--- src/rtl/mc_control_fsm.sv ---
// Multicycle MIPS main-control FSM: fetch/decode/execute/memory/write-back sequencing.
// Optional macro MCFSM_ADDI_EN adds the ADDI_EX/ADDI_WB path for opcode 001000.
module mc_control_fsm #(
    parameter int unsigned STATE_W = 4
) (
    input  logic               clk,
    input  logic               reset,
    input  logic [5:0]         opcode,
    input  logic               mem_ready,
    output logic               PCWrite,
    output logic               PCWriteCond,
    output logic               IorD,
    output logic               MemRead,
    output logic               MemWrite,
    output logic               MemtoReg,
    output logic               IRWrite,
    output logic               RegDst,
    output logic               RegWrite,
    output logic               ALUSrcA,
    output logic [1:0]         ALUSrcB,
    output logic [1:0]         ALUOp,
    output logic [1:0]         PCSource,
    output logic               instr_done,
    output logic               illegal_op,
    output logic [STATE_W-1:0] state
);

    typedef enum logic [3:0] {
        FETCH    = 4'd0,
        DECODE   = 4'd1,
        MEMADR   = 4'd2,
        MEMRD    = 4'd3,
        MEMWB    = 4'd4,
        MEMWR    = 4'd5,
        RTYPE_EX = 4'd6,
        RTYPE_WB = 4'd7,
        BEQ      = 4'd8,
        JUMP     = 4'd9
`ifdef MCFSM_ADDI_EN
        ,
        ADDI_EX  = 4'd10,
        ADDI_WB  = 4'd11
`endif
    } state_t;

    localparam logic [5:0] OP_RTYPE = 6'b000000;
    localparam logic [5:0] OP_LW    = 6'b100011;
    localparam logic [5:0] OP_SW    = 6'b101011;
    localparam logic [5:0] OP_BEQ   = 6'b000100;
    localparam logic [5:0] OP_J     = 6'b000010;
`ifdef MCFSM_ADDI_EN
    localparam logic [5:0] OP_ADDI  = 6'b001000;
`endif

    state_t cur, nxt;

    always_ff @(posedge clk or posedge reset) begin
        if (reset) cur <= FETCH;
        else       cur <= nxt;
    end

    always_comb begin
        nxt         = FETCH;
        PCWrite     = 1'b0;
        PCWriteCond = 1'b0;
        IorD        = 1'b0;
        MemRead     = 1'b0;
        MemWrite    = 1'b0;
        MemtoReg    = 1'b0;
        IRWrite     = 1'b0;
        RegDst      = 1'b0;
        RegWrite    = 1'b0;
        ALUSrcA     = 1'b0;
        ALUSrcB     = 2'b00;
        ALUOp       = 2'b00;
        PCSource    = 2'b00;
        instr_done  = 1'b0;
        illegal_op  = 1'b0;
        case (cur)
            FETCH: begin
                MemRead = 1'b1;
                ALUSrcA = 1'b1;
                ALUSrcB = 2'b01;
                IRWrite = mem_ready;
                PCWrite = mem_ready;
                nxt     = mem_ready ? DECODE : FETCH;
            end
            DECODE: begin
                ALUSrcA = 1'b1;
                ALUSrcB = 2'b11;
                case (opcode)
                    OP_LW, OP_SW: nxt = MEMADR;
                    OP_RTYPE:     nxt = RTYPE_EX;
                    OP_BEQ:       nxt = BEQ;
                    OP_J:         nxt = JUMP;
`ifdef MCFSM_ADDI_EN
                    OP_ADDI:      nxt = ADDI_EX;
`endif
                    default: begin
                        illegal_op = 1'b1;
                        instr_done = 1'b1;
                        nxt        = FETCH;
                    end
                endcase
            end
            MEMADR: begin
                ALUSrcB = 2'b10;
                nxt     = (opcode == OP_LW) ? MEMRD : MEMWR;
            end
            MEMRD: begin
                MemRead = 1'b1;
                IorD    = 1'b1;
                nxt     = mem_ready ? MEMWB : MEMRD;
            end
            MEMWB: begin
                RegWrite   = 1'b1;
                MemtoReg   = 1'b1;
                instr_done = 1'b1;
            end
            MEMWR: begin
                MemWrite   = 1'b1;
                IorD       = 1'b1;
                instr_done = mem_ready;
                nxt        = mem_ready ? FETCH : MEMWR;
            end
            RTYPE_EX: begin
                ALUOp = 2'b10;
                nxt   = RTYPE_WB;
            end
            RTYPE_WB: begin
                RegWrite   = 1'b1;
                RegDst     = 1'b1;
                instr_done = 1'b1;
            end
            BEQ: begin
                ALUOp       = 2'b01;
                PCWriteCond = 1'b1;
                PCSource    = 2'b01;
                instr_done  = 1'b1;
            end
            JUMP: begin
                PCWrite    = 1'b1;
                PCSource   = 2'b10;
                instr_done = 1'b1;
            end
`ifdef MCFSM_ADDI_EN
            ADDI_EX: begin
                ALUSrcB = 2'b10;
                nxt     = ADDI_WB;
            end
            ADDI_WB: begin
                RegWrite   = 1'b1;
                instr_done = 1'b1;
            end
`endif
            default: nxt = FETCH;
        endcase

        // Reset silences every control combinationally so an aborted write never reaches memory.
        if (reset) begin
            PCWrite     = 1'b0;
            PCWriteCond = 1'b0;
            IorD        = 1'b0;
            MemRead     = 1'b0;
            MemWrite    = 1'b0;
            MemtoReg    = 1'b0;
            IRWrite     = 1'b0;
            RegDst      = 1'b0;
            RegWrite    = 1'b0;
            ALUSrcA     = 1'b0;
            ALUSrcB     = 2'b00;
            ALUOp       = 2'b00;
            PCSource    = 2'b00;
            instr_done  = 1'b0;
            illegal_op  = 1'b0;
        end
    end

    assign state = reset ? '0 : STATE_W'(cur);

endmodule

--- config.mk ---
export PLATFORM = sky130hd
export DESIGN_NAME = mc_control_fsm
export DESIGN_NICKNAME = d
export VERILOG_FILES = /design/src/rtl/mc_control_fsm.sv
export SDC_FILE = /design/constraint.sdc
export NUM_CORES = 1
export LEC_CHECK = 0
export CAP_MARGIN = 10
export CORE_MARGIN = 3
export CORE_UTILIZATION = 40
export CTS_BUF_LIST = sky130_fd_sc_hd__clkbuf_4
export CTS_CLUSTER_DIAMETER = 150
export CTS_CLUSTER_SIZE = 40
export DETAILED_ROUTE_END_ITERATION = 8
export PLACE_DENSITY = 0.82
export SLEW_MARGIN = 0
export SYNTH_ARGS = -nofsm -noshare
export SYNTH_HDL_FRONTEND = slang
export SYNTH_SLANG_ARGS = --single-unit
--- constraint.sdc ---
create_clock -name clk -period 1.4 [get_ports clk]
set_input_delay 0.14 -clock clk [delete_from_list [all_inputs] [get_ports clk]]
set_output_delay 0.14 -clock clk [all_outputs]
set_load 0.05 [all_outputs]
==> results of run 1 <==
-- Yosys cell counts, types with 2 or more instances --
cell type  count
a21oi_1        4
buf_2          3
buf_4          2
clkbuf_1       2
dfrtp_1        4
inv_1          3
nand2_1        7
nand2b_1       3
nand3_1        4
nand3b_1       4
nor2_1        12
nor2b_1        5
nor3_1         7
nor3b_1        2
nor4_1         4
o21ai_0        4
o221ai_1       2
xor2_1         2
-- cell families after synthesis --
kind of cell              after synthesis  share of synthesized area, %
and+or+nand+nor                        53                         50.54
AOI/OAI and AO/OA                      15                         18.01
buffers and inverters                  12                         11.06
DFF                                     4                         17.35
xor gates and xnor gates                2                         3.037
-- through the flow --
step	cells	hold WS (ns)
after floorplan	86	0.2103
after global placement	152	0.5587
==> results_dict.tcl, run 1 <==
set metrics [dict create \
    syn_area_per_cell_um2 6.707 \
    die_h_um 43.98 \
    synthFlopType "dfrtp_1" \
    synth_top_cell_by_area "dfrtp_1" \
    initial_core_util_pct 43.25 \
    die_w_um 43.98 \
    io_pins 31 \
    ys_seq_area_share_pct 17.35 \
    synth_top_area_share_pct 17.35 \
    syn_nets 95 \
    port_buffers 30 \
    gp_congestion 0.9004 \
    ys_async_sr_fraction_pct 100.0 \
    rows 13 \
    ys_ff_latch 4 \
    synth_warnings 0 \
    synth_edf_count 0 \
    syn-cell-area_um2 576.8 \
    status "aborted with a tool error" \
    haltStage "detailed placement" \
    ys_types 30 \
    synth_area_leaders "dfrtp_1 17%, nor2_1 7.8%, nor3_1 6.1%, nor2b_1 5.4%, nand3b_1 5.2%" \
    error "[ERROR DPL-0038] Utilization greater than 100%, impossible to legalize" \
    postSynthCellCount 86 \
]
==> inputs of run 2 (changes only) <==
==> config.mk (replaced) <==
export PLATFORM = sky130hd
export DESIGN_NAME = mc_control_fsm
export DESIGN_NICKNAME = d
export VERILOG_FILES = /design/src/rtl/mc_control_fsm.sv
export SDC_FILE = /design/constraint.sdc
export NUM_CORES = 1
export LEC_CHECK = 0
export CAP_MARGIN = 10
export CORE_AREA = 3 3 64 66
export DETAILED_ROUTE_END_ITERATION = 8
export DIE_AREA = 0 0 67 69
export PLACE_DENSITY_LB_ADDON = 0.15
export SLEW_MARGIN = 0
export SYNTH_ARGS = -nofsm -noshare
export SYNTH_HDL_FRONTEND = slang
export SYNTH_SLANG_ARGS = --single-unit
==> run 2 against run 1 <==
The flow now finishes, with violations (negative setup slack). Synthesized cell count did not move. Area after synthesis unchanged.
==> results_dict.tcl, run 2 <==
set metrics [dict create \
    clock_skew_ns 0.002985 \
    drt_first_pass_iters 5 \
    synth_warnings 0 \
    rsz0062_at_grt "yes" \
    max_slew_margin_pct 77.31 \
    initial_core_util_pct 15.87 \
    top_regs "cur: 4 flops" \
    grt_max_degree 12 \
    ys_async_sr_fraction_pct 100.0 \
    ir_drop_v 0.0003221 \
    netlist_top_cells_count "12 x nor2_1, 7 x nand2_1, 7 x nor3_1" \
    slowest_stage "dfrtp_2" \
    cts_buffers 3 \
    largest_register_ffs 4 \
    synth_top_area_share_pct 17.35 \
    worstPathCellList "buf_4 > buf_6 > a221o_1 > a211oi_4 > buf_12" \
    critPathArrivalTime_ns 1.64 \
    via_per_inst 4.286 \
    path_clk_slew_ns 0.03 \
    antenna_cells 0 \
    ant_nets 0 \
    post-route-period-util_pct 127.0 \
    syn-cell-area_um2 576.8 \
    grt_overflow 0 \
    port_buffers 30 \
    cap_violations 0 \
    startpoint_type "flip-flop" \
    timing.fmax_mhz 562.3 \
    postSynthCellCount 86 \
    drv_slew 0 \
    fill_cells 343 \
    gp_congestion 0.8182 \
    failed_checks "negative setup slack" \
    p_total_uw 945.4 \
    cts_root_buffer "clkbuf_8" \
    drt_iter0_markers 10 \
    layout_commonest_cell "buf_4" \
    die_h_um 69 \
    die_w_um 67 \
    grt_pass1_wl_um 4002 \
    area_growth_pct 228.0 \
    worstSkewPairLatency_ns 0.22 \
    antenna_found_initial 0 \
    layout-drive-gt1-share_pct 74.19 \
    finalNetCount 166 \
    synthFlopType "dfrtp_1" \
    power_density_nw_per_um2 499.7 \
    io_pins 31 \
    status "complete, but fails checks" \
    cts_tree "done" \
    syn_area_per_cell_um2 6.707 \
    tns_ns -3.573 \
    drc 0 \
    ys_ff_latch 4 \
    hold_path_class "input port to async pin" \
    vias 870 \
    synth_most_common_cell "nor2_1" \
    wire_per_inst_um 11.65 \
    synth_area_leaders "dfrtp_1 17%, nor2_1 7.8%, nor3_1 6.1%, nor2b_1 5.4%, nand3b_1 5.2%" \
    syn_nets 95 \
    end_kind "output port" \
    grt_pass1_vias 873 \
    period_needed_ns 1.778 \
    crit_type "flip-flop to output port" \
    die-area_um2 4623 \
    synth_top_cell_by_area "dfrtp_1" \
    hpwl_um 1840 \
    cp_slowest_stage_delay_ns 0.41 \
    setup_viol 20 \
    critPathMaxFanout 4 \
    p_leak_nw 0.7249 \
    largest-register "cur" \
    final_cell_mix "25 x buf_4, 22 x buf_12, 17 x buf_6" \
    gr-usage-all-layers_pct 10.80 \
    worst_slack_ns -0.3784 \
    synth_edf_count 0 \
    core_um2 3633 \
    ys_types 30 \
    rows 22 \
    clk_path_buf_depth 2 \
    hold_viol 0 \
    wirelength_um 2365 \
    ys_seq_area_share_pct 17.35 \
    cts_sinks 4 \
    worstMarginPinSlew_ns 0.3378 \
    rr_worst_depth 6 \
    required_ns 1.26 \
    htreeDepth 1 \
    postCtsHoldBufs 0 \
]
==> run 2: cell families (layout without fill, tap and decap cells) <==
| logic type | count (synthesis) | count (layout) | synth area share, % |
|---|---|---|---|
| xor+xnor | 2 | 2 | 3.037 |
| flops | 4 | 4 | 17.35 |
| compound gates | 15 | 15 | 18.01 |
| simple gates | 53 | 53 | 50.54 |
| buf+inv | 12 | 81 | 11.06 |
==> run 2: worst paths after layout <==
check                                   to  slack (ns)      start
worst max-delay path            instr_done       -0.38     cur[3]
worst min-delay path                cur[1]        0.46      reset
worst max register to register      cur[1]       -0.04     cur[2]
worst min register to register      cur[0]        0.86     cur[3]
max in group asynchronous           cur[3]        0.83      reset
min in group clk                    cur[0]        0.67  opcode[1]
==> run 2: power breakdown <==
part	internal (mW)	switching (mW)	leakage, nW
Clock	0.183	0.0594	0.0216
Sequential	0.123	0.0137	0.0497
Combinational	0.289	0.278	0.654
Total	0.595	0.351	0.725
==> run 2: timing repair <==
item / 4_1_cts / 5_1_grt
pin swaps: 12 / 15
setup endpoints to repair: 24 / 24
hold endpoints to repair: 0 / 0
buffers inserted: 7 / 8
resized for setup: 42 / 23
==> run 2: cell type report <==
type,count,area (um^2),area share (%)
clock buffers,3,41.29,2.183
inverters,3,11.26,0.5952
multi-input cells,70,730.7,38.62
flip-flops and latches,4,103.9,5.489
well taps,48,60.06,3.175
repair buffers,75,944.7,49.93
==> run 2: routing by layer <==
metal	up-vias	routed length (um)	global-route usage, %	part of all wire, %
met5	-	0	0	0
met4	0	23	4.279	0.97
met3	2	107	0.8143	4.5
met2	30	1323	20.52	56
met1	392	911	11.77	39
li1	446	-	-	-
==> run 2: stage by stage <==
step / hold slack [ns] / instances / setup slack (ns) / instance area, um^2 / utilization [%]
2_1_floorplan: 0.2103 / 86 / -0.2488 / 779.5 / -
3_3_place_gp: 0.6199 / 187 / -0.4172 / 1505 / 41.43
3_5_place_dp: 0.6078 / 187 / -0.4447 / 1505 / 41.43
4_1_cts: 0.4170 / 197 / -0.3538 / 1759 / 48.42
5_1_grt: 0.4967 / 203 / -0.4288 / 1892 / 52.07
6_report: 0.4572 / 203 / -0.3784 / 1892 / 52.07
==> run 2: worst max-delay path, delay by kind of cell (launching register included) <==
family	cells	cell delay, ns
flip-flops	1	0.41
AO/OA/AOI/OAI	2	0.58
buffers and inverters	3	0.43
Power figures use the tool's default switching activity.
